==> src/rtl/ram_port_arbiter_if.sv <==
// Bus bundle between the two RAM requesters, the arbiter and the blram port.
// slave is the arbiter's view; master is the requester/RAM-model side.
interface ram_port_arbiter_if #(
   parameter int unsigned ADDRESS_WIDTH = 6,
   parameter int unsigned DATA_WIDTH    = 10
);
   logic                     m0_req;
   logic                     m0_we;
   logic [ADDRESS_WIDTH-1:0] m0_addr;
   logic [DATA_WIDTH-1:0]    m0_wdata;
   logic                     m0_gnt;
   logic                     m0_rvalid;
   logic [DATA_WIDTH-1:0]    m0_rdata;

   logic                     m1_req;
   logic                     m1_we;
   logic [ADDRESS_WIDTH-1:0] m1_addr;
   logic [DATA_WIDTH-1:0]    m1_wdata;
   logic                     m1_lock;
   logic                     m1_gnt;
   logic                     m1_rvalid;
   logic [DATA_WIDTH-1:0]    m1_rdata;

   logic                     ram_we;
   logic [ADDRESS_WIDTH-1:0] ram_addr;
   logic [DATA_WIDTH-1:0]    ram_wdata;
   logic [DATA_WIDTH-1:0]    ram_rdata;

   modport slave (
      input  m0_req, m0_we, m0_addr, m0_wdata,
      output m0_gnt, m0_rvalid, m0_rdata,
      input  m1_req, m1_we, m1_addr, m1_wdata, m1_lock,
      output m1_gnt, m1_rvalid, m1_rdata,
      output ram_we, ram_addr, ram_wdata,
      input  ram_rdata
   );

   modport master (
      output m0_req, m0_we, m0_addr, m0_wdata,
      input  m0_gnt, m0_rvalid, m0_rdata,
      output m1_req, m1_we, m1_addr, m1_wdata, m1_lock,
      input  m1_gnt, m1_rvalid, m1_rdata,
      input  ram_we, ram_addr, ram_wdata,
      output ram_rdata
   );
endinterface

==> src/rtl/ram_port_arbiter.sv <==
// Two-port round-robin arbiter for the single-port blram, with a bounded
// port-1 burst lock and tagged return of the one-cycle-latency read data.
module ram_port_arbiter #(
   parameter int unsigned ADDRESS_WIDTH = 6,
   parameter int unsigned DATA_WIDTH    = 10,
   parameter int unsigned MAX_LOCK      = 8
) (
   input  logic                 clk,
   input  logic                 rst,
   ram_port_arbiter_if.slave    bus
);
   localparam int unsigned CNT_W = $clog2(MAX_LOCK + 1);
   localparam logic [CNT_W-1:0] LOCK_LIMIT = CNT_W'(MAX_LOCK);

   typedef enum logic {UNLOCKED = 1'b0, LOCKED = 1'b1} lockState_t;

   lockState_t       lockState, nextState;
   logic [CNT_W-1:0] lockCnt, nextCnt;
   logic             lastWinner, nextWinner;
   logic [1:0]       rdPending, nextPending;
   logic             gnt0, gnt1;
   logic             lockOpen;

   // Grant, RAM mux and next-state logic
   always_comb begin
      gnt0          = 1'b0;
      gnt1          = 1'b0;
      nextState     = lockState;
      nextCnt       = lockCnt;
      nextWinner    = lastWinner;
      nextPending   = 2'b00;
      lockOpen      = (lockState == LOCKED) && (lockCnt < LOCK_LIMIT);
      bus.ram_we    = 1'b0;
      bus.ram_addr  = bus.m0_addr;
      bus.ram_wdata = bus.m0_wdata;

      if (!rst) begin
         if (bus.m0_req && !bus.m1_req) begin
            gnt0 = 1'b1;
         end else if (!bus.m0_req && bus.m1_req) begin
            gnt1 = 1'b1;
         end else if (bus.m0_req && bus.m1_req) begin
            // A live lock under its limit overrides round-robin
            if (lockOpen)        gnt1 = 1'b1;
            else if (lastWinner) gnt0 = 1'b1;
            else                 gnt1 = 1'b1;
         end
      end

      if (rst) begin
         bus.ram_addr  = ADDRESS_WIDTH'(0);
         bus.ram_wdata = DATA_WIDTH'(0);
      end else if (gnt1) begin
         bus.ram_we    = bus.m1_we;
         bus.ram_addr  = bus.m1_addr;
         bus.ram_wdata = bus.m1_wdata;
      end else if (gnt0) begin
         bus.ram_we    = bus.m0_we;
      end

      if (gnt0) nextWinner = 1'b0;
      if (gnt1) nextWinner = 1'b1;
      nextPending = {gnt1 & ~bus.m1_we, gnt0 & ~bus.m0_we};

      case (lockState)
         UNLOCKED: begin
            if (gnt1 && bus.m1_lock) begin
               nextState = LOCKED;
               nextCnt   = CNT_W'(1);
            end
         end
         LOCKED: begin
            if (!bus.m1_req || !bus.m1_lock || gnt0) begin
               nextState = UNLOCKED;
               nextCnt   = CNT_W'(0);
            end else if (gnt1 && (lockCnt < LOCK_LIMIT)) begin
               nextCnt   = lockCnt + CNT_W'(1);
            end
         end
         default: begin
            nextState = UNLOCKED;
            nextCnt   = CNT_W'(0);
         end
      endcase
   end

   always_ff @(posedge clk) begin
      if (rst) begin
         lockState  <= UNLOCKED;
         lockCnt    <= CNT_W'(0);
         lastWinner <= 1'b1;
         rdPending  <= 2'b00;
      end else begin
         lockState  <= nextState;
         lockCnt    <= nextCnt;
         lastWinner <= nextWinner;
         rdPending  <= nextPending;
      end
   end

   assign bus.m0_gnt = gnt0;
   assign bus.m1_gnt = gnt1;

   // Reset kills a read already in flight as well as new ones
   assign bus.m0_rvalid = rdPending[0] & ~rst;
   assign bus.m1_rvalid = rdPending[1] & ~rst;
   assign bus.m0_rdata  = bus.ram_rdata;
   assign bus.m1_rdata  = bus.ram_rdata;
endmodule

==> src/flat_wrapper.sv <==
// flat-port wrapper written by rule: the top's interface ports become plain ports
module ram_port_arbiter_flat 
#(
   parameter int unsigned ADDRESS_WIDTH = 6,
   parameter int unsigned DATA_WIDTH    = 10,
   parameter int unsigned MAX_LOCK      = 8
)
  (clk, rst, bus_m0_req, bus_m0_we, bus_m0_addr, bus_m0_wdata, bus_m0_gnt, bus_m0_rvalid, bus_m0_rdata, bus_m1_req, bus_m1_we, bus_m1_addr, bus_m1_wdata, bus_m1_lock, bus_m1_gnt, bus_m1_rvalid, bus_m1_rdata, bus_ram_we, bus_ram_addr, bus_ram_wdata, bus_ram_rdata);
  ram_port_arbiter_if #(.ADDRESS_WIDTH(ADDRESS_WIDTH), .DATA_WIDTH(DATA_WIDTH)) bus_i ();
  input  logic clk;
  input  logic rst;
  input wire logic [$bits(bus_i.m0_req)-1:0] bus_m0_req;
  input wire logic [$bits(bus_i.m0_we)-1:0] bus_m0_we;
  input wire logic [$bits(bus_i.m0_addr)-1:0] bus_m0_addr;
  input wire logic [$bits(bus_i.m0_wdata)-1:0] bus_m0_wdata;
  output wire logic [$bits(bus_i.m0_gnt)-1:0] bus_m0_gnt;
  output wire logic [$bits(bus_i.m0_rvalid)-1:0] bus_m0_rvalid;
  output wire logic [$bits(bus_i.m0_rdata)-1:0] bus_m0_rdata;
  input wire logic [$bits(bus_i.m1_req)-1:0] bus_m1_req;
  input wire logic [$bits(bus_i.m1_we)-1:0] bus_m1_we;
  input wire logic [$bits(bus_i.m1_addr)-1:0] bus_m1_addr;
  input wire logic [$bits(bus_i.m1_wdata)-1:0] bus_m1_wdata;
  input wire logic [$bits(bus_i.m1_lock)-1:0] bus_m1_lock;
  output wire logic [$bits(bus_i.m1_gnt)-1:0] bus_m1_gnt;
  output wire logic [$bits(bus_i.m1_rvalid)-1:0] bus_m1_rvalid;
  output wire logic [$bits(bus_i.m1_rdata)-1:0] bus_m1_rdata;
  output wire logic [$bits(bus_i.ram_we)-1:0] bus_ram_we;
  output wire logic [$bits(bus_i.ram_addr)-1:0] bus_ram_addr;
  output wire logic [$bits(bus_i.ram_wdata)-1:0] bus_ram_wdata;
  input wire logic [$bits(bus_i.ram_rdata)-1:0] bus_ram_rdata;
  assign bus_i.m0_req = bus_m0_req;
  assign bus_i.m0_we = bus_m0_we;
  assign bus_i.m0_addr = bus_m0_addr;
  assign bus_i.m0_wdata = bus_m0_wdata;
  assign bus_m0_gnt = bus_i.m0_gnt;
  assign bus_m0_rvalid = bus_i.m0_rvalid;
  assign bus_m0_rdata = bus_i.m0_rdata;
  assign bus_i.m1_req = bus_m1_req;
  assign bus_i.m1_we = bus_m1_we;
  assign bus_i.m1_addr = bus_m1_addr;
  assign bus_i.m1_wdata = bus_m1_wdata;
  assign bus_i.m1_lock = bus_m1_lock;
  assign bus_m1_gnt = bus_i.m1_gnt;
  assign bus_m1_rvalid = bus_i.m1_rvalid;
  assign bus_m1_rdata = bus_i.m1_rdata;
  assign bus_ram_we = bus_i.ram_we;
  assign bus_ram_addr = bus_i.ram_addr;
  assign bus_ram_wdata = bus_i.ram_wdata;
  assign bus_i.ram_rdata = bus_ram_rdata;
  ram_port_arbiter #(.ADDRESS_WIDTH(ADDRESS_WIDTH), .DATA_WIDTH(DATA_WIDTH), .MAX_LOCK(MAX_LOCK)) u_core (.clk(clk), .rst(rst), .bus(bus_i));
endmodule
==> config.mk <==
export PLATFORM = sky130hd
export DESIGN_NAME = ram_port_arbiter_flat
export DESIGN_NICKNAME = d
export VERILOG_FILES = /design/src/rtl/ram_port_arbiter_if.sv /design/src/rtl/ram_port_arbiter.sv /design/src/flat_wrapper.sv
export SDC_FILE = /design/constraint.sdc
export NUM_CORES = 1
export LEC_CHECK = 0
export CAP_MARGIN = 20
export CORE_UTILIZATION = 26
export DETAILED_ROUTE_END_ITERATION = 7
export GPL_TIMING_DRIVEN = 0
export PLACE_DENSITY = 0.77
export SYNTH_ARGS = -nofsm -noshare
export SYNTH_HDL_FRONTEND = slang
export SYNTH_SLANG_ARGS = --single-unit
==> constraint.sdc <==
create_clock -name clk -period 1.1 [get_ports clk]
set_input_delay 0.11 -clock clk [delete_from_list [all_inputs] [get_ports clk]]
set_output_delay 0.11 -clock clk [all_outputs]
set_load 0.05 [all_outputs]
==> flow_metrics.py <==
metrics = {
    "outcome": {
        "status": "complete, but fails checks",
        "violations": "negative setup slack",
    },
    "setup_path": {
        "start_kind": "register",
        "crit_chain": "nor2b_4, o21ai_4, buf_8, nand2_4, a21oi_4, buf_6",
        "worstSetupPathType": "reg2out",
        "slowest_stage": "dfxtp_4",
        "worstPathArrival_ps": 1660,
        "worstPathRequired_ps": 990,
        "cpPeakStageDelay_ps": 360,
        "end_kind": "output port",
        "critPathMaxFanout": 6,
    },
    "yosys": {
        "yosysMostFrequentCell": "nand2_1",
        "synth_edf_count": 0,
        "ys_types": 34,
        "synth_ff_type": "dfxtp_1",
        "synthCells": 125,
        "synth_top_area_cell": "dfxtp_1",
        "netlist_area_um2": 868,
        "synthTopCellsByCount": "nand2_1 (36), buf_4 (20), a21oi_1 (17), dfxtp_1 (8)",
        "synth_seq_area_share_pct": 18.4,
        "ys_ff_latch": 8,
        "async_flop_share_pct": 0,
        "synth_nets": 175,
        "ys_top_cells_by_area": "dfxtp_1 (18%), buf_4 (17%), nand2_1 (16%)",
        "yosysWarnings": 0,
        "netlist.area_leader.share_pct": 18.4,
        "avgSynthCellArea_um2": 6.95,
    },
    "clock_tree": {
        "cts_buffers": 3,
        "cts_root_buf": "clkbuf_4",
        "clk_pin_slew_worst_paths_ps": 70,
        "cts_tree": "yes",
        "numClockSinks": 8,
        "cts.path.max_buffers": 2,
        "h-tree-depth": 1,
        "clock_latency_ps": 280,
    },
    "routing": {
        "wl_per_cell_um": 16.4,
        "vias": 1270,
        "drtPass1Iterations": 4,
        "routed_wl_um": 4410,
        "via_per_inst": 4.72,
        "ant_nets": 0,
        "drc": 0,
        "wl_met2_um": 2430,
        "route.met3.wl_um": 398,
        "first_iter_violations": 26,
        "routed.top_layer": "met4",
        "wl_met1_um": 1470,
    },
    "pwr": {
        "vdd_drop_max_v": 0.000642,
        "p_total_mw": 1.82,
        "p_leak_nw": 1.06,
        "power_density_nw_per_um2": 757,
    },
    "placement": {
        "place_congestion": 0.749,
        "dp.cells": 247,
        "io_buffers": 78,
        "place_ws_ps": -1550,
        "dp_hpwl_um": 2760,
    },
    "sta": {
        "worst_pin_slew_ps": 772,
        "setup_ws_ps": -665,
        "slew_headroom_pct": 48.5,
        "finalSetupViolations": 28,
        "timing.final.max_slew_violations": 0,
        "finalHoldViolations": 0,
        "period_needed_ps": 1770,
        "rsz0062_at_grt": "true",
        "fmaxAchievable_ghz": 0.567,
        "clock_skew_ps": 18.2,
        "fin_crit_sh_pct": 160,
    },
    "global_routing": {
        "grt_pass1_vias": 1196,
        "grt_first_pass_wirelength_um": 5420,
        "grt_antenna_before_repair": 0,
        "grt.total_usage_pct": 20.2,
        "globalRouteOverflowTotal": 0,
        "grt_max_degree": 11,
    },
    "min_path": {
        "hold_class": "in2reg",
    },
    "finish": {
        "diodes": 0,
        "final_layout_size_suffix_gt1_share_pct": 59.1,
        "fin_util_pct": 77.6,
        "final_nets": 276,
        "fin_cells": 269,
        "syn_to_final_growth_pct": 177,
    },
    "die": {
        "fp.dieW_um": 59.8,
        "core_area_um2": 3100,
        "ios": 90,
        "fp-row-count": 20,
        "initial_utilization_pct": 28.0,
        "die_area_um2": 3570,
        "die_y_um": 59.8,
    },
    "run": {
        "maxCapViolations": 0,
    },
}
## kinds of logic (layout without fill, tap and decap cells)
group / count (synthesis) / count (layout) / synth area share (%)
XOR/XNOR: 1 / 1 / 1.01
flip-flops: 8 / 8 / 18.4
adder cells (fa/ha/maj): 1 / 1 / 1.44
AO/OA/AOI/OAI: 27 / 27 / 21.3
AND/OR/NAND/NOR: 59 / 59 / 34.0
multiplexers: 1 / 1 / 1.15
buffers and inverters: 28 / 128 / 22.6
## per-layer routing
metal	GRT usage [%]	vias to the layer above
li1	-	602
met1	18.6	592
met2	42.1	63
met3	6.71	13
met4	3.65	0
met5	0	-
## registers in the layout, summed over array words and instances, names as in the netlist
signal             cells
u_core.lastWinner      1
u_core.rdPending       2
u_core.lockCnt         4
u_core.lockState       1
## where the power goes
group | switching, mW | leakage, nW | internal [mW]
clock | 0.128 | 0.0150 | 0.140
sequential | 0.0120 | 0.0673 | 0.297
combinational | 0.694 | 0.981 | 0.553
## layout by cell type, fill, tap and decap left out, types with 3 or more instances in the layout
cell type        instances
clkdlybuf4s50_1         50
buf_4                   30
buf_6                   21
nand2_4                 19
a21oi_4                 18
nand2_2                 11
nand2_1                  6
buf_8                    5
dlymetal6s2s_1           5
dfxtp_1                  4
buf_2                    3
nand3_1                  3
clkbuf_4                 3
dfxtp_4                  3
## worst max-delay path, delay by kind of cell, from the launching register on
kind | cells | cell delay [ps]
simple gates | 2 | 200
flops | 1 | 360
compound gates | 2 | 420
buf+inv | 2 | 370
## metrics by stage
stage / setup TNS (ps) / hold WS, ps / instance area, um^2
2_1_floorplan: -6840 / 182 / 1190
3_3_place_gp: -28940 / 476 / 2030
3_5_place_dp: -30480 / 483 / 2030
4_1_cts: -10740 / 396 / 2230
5_1_grt: -13190 / 405 / 2410
6_report: -11510 / 384 / 2410
## final timing paths
path | from | to | slack [ps] | cells past startpoint
setup / recovery | u_core.lockState | bus_ram_wdata[0] | -670 | 6
hold / removal | bus_m1_req | u_core.lastWinner | 380 | 3
setup reg to reg | u_core.lastWinner | u_core.lockCnt[1] | -110 | 5
hold reg to reg | u_core.lockCnt[1] | u_core.lockCnt[3] | 500 | 2
## cell type report
class                           instances  area [um^2]
Sequential cell                         8          173
Timing Repair Buffer                   96         1010
Multi-Input combinational cell         89          937
Inverter                                3         11.3
Fill cell                             201          694
Buffer                                 25          199
Tap cell                               44         55.1
Clock buffer                            4         26.3
## repair_timing
item / CTS / global route
endpoints found under the setup margin: 26 / 34
buffers inserted: 12 / 6
hold buffers: 0 / 0
cloned: 0 / 2
pin swaps: 7 / 17
resized for setup: 162 / 35
(Power assumes the default switching activity.)
